File: src/rtl/decrement_counter.sv
// rtl/decrement_counter.sv - loadable down-counter with run/hold/abort control FSM
module decrement_counter #(
    parameter int WIDTH = 12
) (
    input  logic             clk,
    input  logic             rst,
    input  logic [WIDTH-1:0] d,
    input  logic             load,
    input  logic             start,
    input  logic             pause,
    input  logic             abort,
    output logic [WIDTH-1:0] q,
    output logic             busy,
    output logic             done,
    output logic             zero
);

    typedef enum logic [1:0] {
        IDLE = 2'd0,
        RUN  = 2'd1,
        HOLD = 2'd2,
        DONE = 2'd3
    } state_t;

    state_t           state;
    state_t           state_nxt;
    logic [WIDTH-1:0] q_nxt;
    logic [WIDTH-1:0] eff;
    logic             q_le1;

    // q <= 1 means this decrement lands on zero (or q is already zero and must not wrap)
    assign q_le1 = (q[WIDTH-1:1] == '0);
    assign zero  = (q == '0);

    always_comb begin
        state_nxt = state;
        q_nxt     = q;
        eff       = load ? d : q;
        case (state)
            IDLE, DONE: begin
                if (abort) begin
                    state_nxt = IDLE;
                end else if (start) begin
                    q_nxt     = eff;
                    state_nxt = (eff != '0) ? RUN : DONE;
                end else begin
                    state_nxt = IDLE;
                    if (load) begin
                        q_nxt = d;
                    end
                end
            end
            RUN: begin
                if (abort) begin
                    state_nxt = IDLE;
                end else if (pause) begin
                    state_nxt = HOLD;
                end else if (q_le1) begin
                    q_nxt     = '0;
                    state_nxt = DONE;
                end else begin
                    q_nxt = q - 1'b1;
                end
            end
            HOLD: begin
                if (abort) begin
                    state_nxt = IDLE;
                end else if (!pause) begin
                    state_nxt = RUN;
                end
            end
            default: begin
                state_nxt = IDLE;
            end
        endcase
    end

    // busy/done are flops fed from next state so they line up with q and state
    always_ff @(posedge clk or posedge rst) begin
        if (rst) begin
            state <= IDLE;
            q     <= '0;
            busy  <= 1'b0;
            done  <= 1'b0;
        end else begin
            state <= state_nxt;
            q     <= q_nxt;
            busy  <= (state_nxt == RUN) || (state_nxt == HOLD);
            done  <= (state_nxt == DONE);
        end
    end

endmodule

File: config.mk
export PLATFORM = sky130hd
export DESIGN_NAME = decrement_counter
export DESIGN_NICKNAME = d
export VERILOG_FILES = /design/src/rtl/decrement_counter.sv
export SDC_FILE = /design/constraint.sdc
export NUM_CORES = 1
export LEC_CHECK = 0
export BUFFER_PORTS_ARGS = -buffer_cell sky130_fd_sc_hd__buf_2
export CORE_MARGIN = 2
export CORE_UTILIZATION = 56
export CTS_CLUSTER_SIZE = 12
export DETAILED_ROUTE_END_ITERATION = 8
export PLACE_DENSITY = 0.93
export SETUP_SLACK_MARGIN = 0.3
export SYNTH_ARGS = -nofsm -noshare
export SYNTH_HDL_FRONTEND = slang
export SYNTH_SLANG_ARGS = --single-unit
export TNS_END_PERCENT = 10
File: constraint.sdc
create_clock -name clk -period 5.35 [get_ports clk]
set_clock_uncertainty 0.1 [all_clocks]
set_input_delay 0.535 -clock clk [delete_from_list [all_inputs] [get_ports clk]]
set_output_delay 0.535 -clock clk [all_outputs]
set_load 0.005 [all_outputs]
==> After elaboration in Yosys (flattened, before gate mapping) <==
Cells that the tools add are included.
{ "totals": {"ff_bits": 16, "latchBits": 0, "ramBits": 0, "rom_bits": 0, "elab_cells": 37, "mem_count": 0} }
{ "op_classes": {"add_sub_neg": 1, "mul": 0, "n_div": 0, "order_cmp": 0, "eq_ne": 9, "shifts": 0, "mux": 15, "bitwise": 0, "reduce_logical": 8} }
{ "ops": {"columns": ["operator", "n"], "rows": [
  ["$mux 12", 5],
  ["$pmux 12 s2", 1],
  ["$mux 2", 8],
  ["$logic_not 12->1", 1],
  ["$reduce_bool 12->1", 1],
  ["$sub 12x1->12 const B", 1],
  ["$logic_not 11->1", 1],
  ["$eq 2x2->1 const B", 4],
  ["$ne 2x2->1 const B", 3],
  ["$pmux 2 s3", 1],
  ["$eq 2x1->1 const B", 2],
  ["$reduce_and 4->1", 1],
  ["$logic_not 2->1", 1],
  ["$reduce_bool 2->1", 1],
  ["$reduce_or 2->1", 1],
  ["$logic_or 1x1->1", 1]
]} }

==> Depth between registers and ports, before layout <==
Gate-level depths: netlist (run 1).
{ "logic_depth": {"word_depth": 8, "mapped_depth": 8} }

==> Least setup slack after synthesis (run 1) <==
OpenSTA, ideal clock, no wires.
{ "synth_path": {"path_type": "input -> register", "start": "input load", "end": "register busy", "arrival_ps": 2157, "required_ps": 5124, "path_slack_ps": 2967, "cell_stages": 6, "n_path_buf": 2, "cell_sequence": "clkbuf_1 clkbuf_1 nor4b_1 o22ai_1 o31ai_1 ha_1"} }
{ "synth_between": {"elab_chain_len": 8, "word_cells_on_any_way": 9, "cone_classes": "eq/ne (2); mux (5); reduce/logical (2)"} }
{ "synth_rtl": {"columns": ["item", "line_no", "source"], "rows": [
  ["start: declaration", "8", "input logic load,"],
  ["$mux 12 *", null, null],
  ["$reduce_bool 12->1 *", "45", "state_nxt = (eff != '0) ? RUN : DONE;"],
  ["$mux 2 *", "45", null],
  ["$mux 2 *", "43", "end else if (start) begin"],
  ["$mux 2 *", "41", "if (abort) begin"],
  ["$pmux 2 s3 *", "39", "case (state)"],
  ["net state_nxt[1]", "26", "state_t state_nxt;"],
  ["$eq 2x1->1 / $eq 2x2->1 (equally long branches)", "88", "busy <= (state_nxt == RUN) || (state_nxt == HOLD);"],
  ["$logic_or 1x1->1 *", "88", null],
  ["end signal: assignment", "88", null],
  ["end: declaration", "13", "output logic busy,"]
]} }
Mark *: on every way through the listed nets, which the timed path passes. The rest lies on a longest branch.
A chain may end at the register's enable or synchronous reset.

==> Final worst setup path (run 1) <==
{ "layout_path": {"start": "register state[1]", "end": "register q[6]"} }
{ "layout_between": {"elab_chain_len": 4, "word_cells_on_any_way": 10, "cone_classes": "eq/ne (5); mux (1); reduce/logical (4)"} }
{ "layout_rtl": {"columns": ["item", "line_no", "source"], "rows": [
  ["start: declaration", "25", "state_t state;"],
  ["start signal: assignment", "86", "state <= state_nxt;"],
  ["$eq 2x2->1 / $logic_not 2->1 (equally long branches)", "39", null],
  ["$reduce_or 2->1", "39", null],
  ["$ne 2x2->1 (no line) / $reduce_bool 2->1 (equally long branches)", null, null],
  ["$reduce_and 4->1 (no line)", null, null],
  ["end signal: assignment", "87", "q <= q_nxt;"],
  ["end: declaration", "12", "output logic [WIDTH-1:0] q,"]
]} }
Several ways; a longest one is shown, not always the timed one.

==> results of run 1 <==
==> kinds of logic (layout without fill, tap and decap cells) <==
group | after synthesis | after routing | synth area share (%)
AO/OA/AOI/OAI | 46 | 46 | 28.27
AND/OR/NAND/NOR | 45 | 45 | 19.44
buffers and inverters | 19 | 44 | 7.638
flip-flops | 16 | 16 | 31.75
multiplexers | 10 | 10 | 7.937
adder cells (fa/ha/maj) | 5 | 5 | 4.960
==> worst max path at each step <==
| stage | start | end | slack [ns] | cells past startpoint |
|---|---|---|---|---|
| after global routing | state[1] | q[6] | 2.20 | 6 |
| after detailed placement | state[1] | q[6] | 2.45 | 6 |
| after global placement | state[1] | q[4] | 2.71 | 6 |
| after floorplan | load | busy | 2.97 | 6 |
| after CTS | state[1] | q[6] | 2.44 | 6 |
| final | state[1] | q[6] | 2.37 | 6 |
==> flip-flops by register name, summed over array words and instances (netlist names) <==
register  cells
done          1
state         2
busy          1
q            12
==> layer usage <==
layer	wire length [µm]	vias up
li1	-	600
met2	1596	78
met1	1323	626
met3	268	19
met4	139	0
met5	0	-
==> area by class of cell <==
cell class | count | area [µm²]
timing repair buffer | 32 | 160.2
multi-input combinational | 106 | 764.5
sequential | 16 | 400.4
inverter | 8 | 30.03
tap | 28 | 35.03
fill | 201 | 743.2
clock buffer | 4 | 36.28
==> layout by cell type, fill, tap and decap left out, types with 2 or more instances in the layout <==
cell,instances
sky130_fd_sc_hd__buf_2,32
sky130_fd_sc_hd__dfrtp_1,16
sky130_fd_sc_hd__nor2_1,11
sky130_fd_sc_hd__mux2i_1,10
sky130_fd_sc_hd__inv_1,8
sky130_fd_sc_hd__or3_1,7
sky130_fd_sc_hd__a22o_1,7
sky130_fd_sc_hd__nor3_1,6
sky130_fd_sc_hd__nand2_1,6
sky130_fd_sc_hd__o32ai_1,5
sky130_fd_sc_hd__o21ai_0,5
sky130_fd_sc_hd__nor4_1,5
sky130_fd_sc_hd__ha_1,5
sky130_fd_sc_hd__o21ai_1,4
sky130_fd_sc_hd__o22ai_1,4
sky130_fd_sc_hd__o31ai_1,4
sky130_fd_sc_hd__a21oi_1,3
sky130_fd_sc_hd__a31oi_1,3
sky130_fd_sc_hd__clkbuf_4,3
sky130_fd_sc_hd__nand2b_1,2
sky130_fd_sc_hd__or2_2,2
sky130_fd_sc_hd__a211oi_1,2
sky130_fd_sc_hd__nor3b_1,2
sky130_fd_sc_hd__o2bb2ai_1,2
==> worst max-delay path: stages (launching register included) <==
cell,delay (ns)
sky130_fd_sc_hd__dfrtp_1,0.43
sky130_fd_sc_hd__inv_1,0.07
sky130_fd_sc_hd__ha_1,0.67
sky130_fd_sc_hd__nor2_1,0.18
sky130_fd_sc_hd__a211oi_2,0.87
sky130_fd_sc_hd__o21ai_0,0.31
sky130_fd_sc_hd__a22o_1,0.26
==> synth_stat cells (all sizes together) <==
cell type  count
mux2i         10
ha             5
nor2          11
o221a          1
or4b           1
a22o           7
or2            2
a21oi          3
dfrtp         16
o41ai          1
or3            7
o22ai          4
o221ai         1
a211oi         3
or4            1
o21ai          9
o22a           1
nor4           5
a22oi          1
nor4b          1
a31oi          3
nor3           6
nand2          6
nand4          1
o32ai          5
o2bb2ai        2
a211o          1
buf            4
nor3b          2
nand2b         2
inv            8
o31ai          4
clkbuf         7
==> metrics by stage <==
step                      std cells  hold WS [ns]  power [mW]
after floorplan                 141        0.3487      0.3036
after global placement          190        0.4694      0.3443
after detailed placement        190        0.4687      0.3537
after CTS                       194        0.2103      0.4369
after global routing            194        0.2542      0.4684
final                           194        0.1975      0.4412
==> where the power goes <==
group	switching [mW]	leakage [nW]	internal, mW
logic	0.0922	0.424	0.0756
clock network	0.0432	0.0210	0.0416
registers	0.0442	0.202	0.144
==> metrics, run 1 <==
area growth from synthesis to layout 13.10%; count of nets left with antenna violations after detail routing 0; syn_area_per_cell 8.945 µm²; Die Ht 51.46 µm; period utilization 55.76%; maximum number of pins on one net before global-route repair 24; Setup violations, final 0; met2 demand-to-capacity share in global routing 47.01%; Post-Synthesis Cell Area 1261 µm²; PnR worst setup slack 2.367 ns; instance area after placement 1390 µm²; proportion of netlist area held by the largest area contributor 31.75%; arrival time of data at the critical path endpoint 3.08 ns; endpoint class of the critical path flop; total count of hold-check failures in the final report 0; post-route setup TNS 0 ns; post-CTS setup buffers 0; core region area 2170 µm²; I/O pins 33; depth of the CTS H-tree 1; Data required, critical path 5.45 ns; area of all placed cells without fillers 1426 µm²; gr ovfl total 0; CTS root buf sky130_fd_sc_hd__clkbuf_4; worst-skew pair later-pin latency 0.30 ns; number of CTS-inserted buffers 3; RSZ-0062 raised after global routing false; Reg-to-Reg Start state[1]; outcome finished clean; Worst R2R Path Depth 6; maximum count of clock buffers along a single path 2; cell taking the most area after synthesis sky130_fd_sc_hd__dfrtp_1; clock input transition at the sequential cells of the worst setup and hold paths 0.10 ns; Most Used Layer, Global Route met2; capture instance of the worst register-to-register path q[6]; number of clock sinks 16; kind of start point of the critical path flop; DP Wirelength 2373 µm; Vias per Instance 6.820; final-stage net count 190; Total Routing Usage GR 27.62%; number of DRC violations after detailed-routing iteration 0 52; overall die width 51.46 µm; Die Footprint 2648 µm²; starting density of the core 58.13%; transition time at the pin with the least slew margin 1.005 ns; global routing usage on met1 32.47%; instance count of the mapped netlist 141; post-layout min period 2.983 ns; warning count from the yosys run 0; achievable frequency 0.3352 GHz; #FFs+latches synth 16; nets in the synthesized netlist 164; GR Layer Usage met3 4.678%; cells resized by post-CTS repair 0; # DRC 0; wire length of the first global-routing pass 5451 µm; biggest fanout along the worst timing path 23; Max Cap Viol 0; PD cells 309.3 nW/µm²; First-pass DRT Iterations 4; wire length after detailed routing 3328 µm; total vias in the final route 1323; fraction of the yosys area taken by sequential cells 31.75%; number of antenna violations at the first check in global routing 0; Hold-fix buffers, CTS 0; layout cells sized above 1 24.70%; RePlAce Congestion 0.9032; routed wirelength normalized by instance count 17.15 µm; hold crit path type primary input to asynchronous set/reset pin; Place WS 2.448 ns; Register-to-Register Setup Slack 2.37 ns; distinct cell type count of the synthesized netlist 37; leakage power total 0.6471 nW; type of the worst setup path flop to flop; Max transition margin 32.91%; number of diodes added for antenna fixing 0; fin util 65.74%; CTS tree built; most area-consuming cells after synthesis sky130_fd_sc_hd__dfrtp_1 32%, sky130_fd_sc_hd__mux2i_1 7.9%, sky130_fd_sc_hd__ha_1 5.0%, sky130_fd_sc_hd__a22o_1 4.9%, sky130_fd_sc_hd__o32ai_1 3.5%; max-slew violation count 0; quantity of I/O buffers inserted on ports 32; # rows 17; largest voltage drop on the vdd net 0.0002085 V; number of global-route vias before repair 1224
No activity file was read; power rests on OpenSTA's default activity.
==> run 2: changes to the inputs <==
--- a/config.mk
+++ b/config.mk
@@ -5,12 +5,13 @@
 export SDC_FILE = /design/constraint.sdc
 export NUM_CORES = 1
 export LEC_CHECK = 0
+export ABC_AREA = 1
 export BUFFER_PORTS_ARGS = -buffer_cell sky130_fd_sc_hd__buf_2
 export CORE_MARGIN = 2
-export CORE_UTILIZATION = 56
+export CORE_UTILIZATION = 48
 export CTS_CLUSTER_SIZE = 12
 export DETAILED_ROUTE_END_ITERATION = 8
-export PLACE_DENSITY = 0.93
+export PLACE_DENSITY = 0.84
 export SETUP_SLACK_MARGIN = 0.3
 export SYNTH_ARGS = -nofsm -noshare
 export SYNTH_HDL_FRONTEND = slang
==> constraint.sdc (replaced) <==
create_clock -name clk -period 2.6 [get_ports clk]
set_clock_uncertainty 0.1 [all_clocks]
set_input_delay 0.26 -clock clk [delete_from_list [all_inputs] [get_ports clk]]
set_output_delay 0.26 -clock clk [all_outputs]
set_load 0.005 [all_outputs]
==> run 2 against run 1 <==
Net effect:
- via count increased by 14%
- non-clock buffer count increased by 2
- sequential cell count unchanged
- utilization decreased by 7.2 points
- clock power increased by 110%
- global-route usage decreased by 5.3 points
- clock-buffer cell count unchanged
- worst setup slack got worse by 1.9 ns
- synthesized area increased by 12%
- critical path type unchanged
- largest cell class unchanged
- largest power group unchanged
- highest routed layer unchanged
==> metrics, run 2 <==
fin util 58.57% (-7.2 points); total chip power 906.9 µW (+110%); warning count from the yosys run 0 (unchanged); final-stage net count 273 (+44%); asr flop ratio synth 100.0% (unchanged); wire length of the first global-routing pass 6044 µm (+11%); number of clock sinks 16 (unchanged); Max Cap Viol 0 (unchanged); DP Wirelength 2610 µm (+10%); number of antenna violations at the first check in global routing 0 (unchanged); CP cell instances inv_1, ha_1, nand2_1, a21oi_2, nor2_1, a21oi_2; kind of start point of the critical path flop; layout cells sized above 1 26.51% (+1.8 points); starting density of the core 51.01% (-7.1 points); cell taking the most area after synthesis sky130_fd_sc_hd__dfrtp_1; # DRC 0 (unchanged); max incr delay on CP 0.59 ns (-0.28 ns); count of nets left with antenna violations after detail routing 0 (unchanged); instance count of the mapped netlist 216 (+53%); core region area 2781 µm² (+28%); Total Routing Usage GR 22.29% (-5.3 points); CTS tree built; cells resized by post-CTS repair 0 (unchanged); Critical path buffers and inverters 1 (unchanged); overall die width 58.37 µm (+13%); leakage power total 0.8624 nW (+33%); post-layout min period 2.137 ns (-0.8457 ns); Die Footprint 3407 µm² (+29%); max-slew violation count 0 (unchanged); Cells after DPL 274 (+44%); CTS root buf sky130_fd_sc_hd__clkbuf_4; achievable frequency 0.4678 GHz (+40%); arrival time of data at the critical path endpoint 2.26 ns (-0.82 ns); syn_area_per_cell 6.569 µm² (-27%); number of diodes added for antenna fixing 0 (unchanged); total vias in the final route 1511 (+14%); most frequent cells after synthesis 47 x sky130_fd_sc_hd__nand2_1, 35 x sky130_fd_sc_hd__inv_1, 34 x sky130_fd_sc_hd__nor2_1; RePlAce Congestion 0.8489 (-6.0%); most repeated cell in the gate-level netlist after synthesis sky130_fd_sc_hd__nand2_1; fraction of the yosys area taken by sequential cells 28.22% (-3.5 points); depth of the CTS H-tree 1 (unchanged); First-pass DRT Iterations 4 (unchanged); most common cell after layout, fill and taps aside sky130_fd_sc_hd__nand2_1; biggest fanout along the worst timing path 12 (-48%); # rows 19 (+2); transition time at the pin with the least slew margin 0.6497 ns (-0.3548 ns); total count of hold-check failures in the final report 0 (unchanged); number of DRC violations after detailed-routing iteration 0 111 (+110%); quantity of I/O buffers inserted on ports 32 (unchanged); largest voltage drop on the vdd net 0.0004830 V (+130%); most frequent cells in the layout 47 x sky130_fd_sc_hd__nand2_1, 35 x sky130_fd_sc_hd__inv_1, 34 x sky130_fd_sc_hd__nor2_1; CP most frequent cell sky130_fd_sc_hd__a21oi_2; outcome finished clean; number of flip-flops under the largest register name 12 (unchanged); Top reg by flops q; distinct cell type count of the synthesized netlist 25 (-32%); endpoint class of the critical path flop; number of global-route vias before repair 1400 (+14%); maximum number of pins on one net before global-route repair 25 (+4.2%); period utilization 82.21% (+26 points); area growth from synthesis to layout 14.81%; Data required, critical path 2.72 ns (-2.73 ns); Vias per Instance 5.396 (-21%); nets in the synthesized netlist 239 (+46%); RSZ-0062 raised after global routing false; final-layout fill cell count 271 (+35%); Setup violations, final 0 (unchanged); most area-consuming cells after synthesis sky130_fd_sc_hd__dfrtp_1 28%, sky130_fd_sc_hd__nand2_1 12%, sky130_fd_sc_hd__inv_1 9.3%, sky130_fd_sc_hd__nor2_1 9.0%, sky130_fd_sc_hd__a21oi_2 6.2%; Post-Synthesis Cell Area 1419 µm² (+12%); Worst path slowest cell sky130_fd_sc_hd__a21oi_2; number of CTS-inserted buffers 3 (unchanged); post-route setup TNS 0 ns (unchanged); final std cells w/o fill 280 (+44%); most used flip-flop cell after synthesis sky130_fd_sc_hd__dfrtp_1; number of enable flip-flop cells after synthesis 0 (unchanged); proportion of netlist area held by the largest area contributor 28.22% (-3.5 points); gr ovfl total 0 (unchanged); Max transition margin 56.64% (+24 points); Post-Synth Adder-Cell Area 4.409% (-0.55 points); share of the synthesized netlist area taken by xor and xnor gates 0.6173% (+0.62 points); PD cells 556.7 nW/µm² (+80%); share of the synthesized area in compound gates (AO/OA/AOI/OAI) 18.43% (-9.8 points); Die Ht 58.37 µm (+13%); hold crit path type primary input to flop; registers with the most flip-flops q: 12 flops, state: 2 flops; largest family of logic cells by synthesized area simple AND/OR/NAND/NOR gates; wire length after detailed routing 3599 µm (+8.1%); maximum count of clock buffers along a single path 2 (unchanged); routed wirelength normalized by instance count 12.85 µm (-25%); #FFs+latches synth 16 (unchanged); clock input transition at the sequential cells of the worst setup and hold paths 0.10 ns (about the same); worst-skew pair later-pin latency 0.30 ns (about the same); Worst path top cell family by delay compound AO/OA/AOI/OAI gates; proportion of synthesized area in mux cells 0% (-7.9 points); type of the worst setup path flop to flop; I/O pins 33 (unchanged); area fraction in and, or, nand and nor cells after synthesis 35.01% (+16 points)
==> run 2: path summary, 6_finish.rpt <==
check	startpoint	endpoint	slack, ns	cells after the start
worst max-delay path	state[1]	q[1]	0.46	6
worst max register to register	state[1]	q[1]	0.46	6
worst min register to register	q[0]	q[0]	0.49	2
max in group asynchronous	rst	q[3]	1.50	3
worst min-delay path	start	state[0]	0.18	3
min in group asynchronous	rst	q[11]	0.48	3
==> run 2: cell families after synthesis <==
| kind of cell | Yosys count |
|---|---|
| compound gates | 42 |
| xor+xnor | 1 |
| fa+ha+maj | 5 |
| buf+inv | 42 |
| flops | 16 |
| simple gates | 110 |
==> run 2: where the power goes <==
part | leakage, nW | internal (mW) | switching [mW]
registers | 0.188 | 0.295 | 0.0716
clock network | 0.0210 | 0.0853 | 0.0898
logic | 0.654 | 0.141 | 0.224
total | 0.862 | 0.521 | 0.386
==> run 2: worst register-to-register path: stages, from the launching register on <==
cell	delay [ns]
sky130_fd_sc_hd__dfrtp_1	0.40
sky130_fd_sc_hd__inv_1	0.08
sky130_fd_sc_hd__ha_1	0.40
sky130_fd_sc_hd__nand2_1	0.24
sky130_fd_sc_hd__a21oi_2	0.59
sky130_fd_sc_hd__nor2_1	0.13
sky130_fd_sc_hd__a21oi_2	0.14
==> run 2: timing repair <==
action                                  CTS  global route
buffers inserted                          0             0
hold endpoints to repair                 16             0
endpoints found under the setup margin    0             6
hold buffers                              1             0
==> run 2: per-stage QoR <==
step,setup WS [ns],hold WS [ns],cell area (µm²)
global placement,0.6102,0.2727,1574
detailed placement,0.5324,0.2728,1574
CTS,0.5173,0.1770,1620
floorplan,0.9655,0.07374,1419
global route,0.3824,0.1906,1629
finish,0.4625,0.1847,1629
==> run 2: layer usage <==
layer  GRT usage (%)  up-vias  part of all wire [%]
li1                -      751                     -
met1           30.56      676                    43
met2           35.96       76                    47
met3           4.835        8                   8.4
met4           5.316        0                   1.4
met5               0        -                     0
==> run 2: area by class of cell <==
| cell class | instances | area [µm²] | share of cell area [%] |
|---|---|---|---|
| Tap cell | 31 | 38.79 | 2.381 |
| Inverter | 36 | 137.6 | 8.449 |
| Sequential cell | 16 | 400.4 | 24.58 |
| Timing Repair Buffer | 34 | 177.7 | 10.91 |
| Multi-Input combinational cell | 159 | 838.3 | 51.46 |
| Clock buffer | 4 | 36.28 | 2.227 |
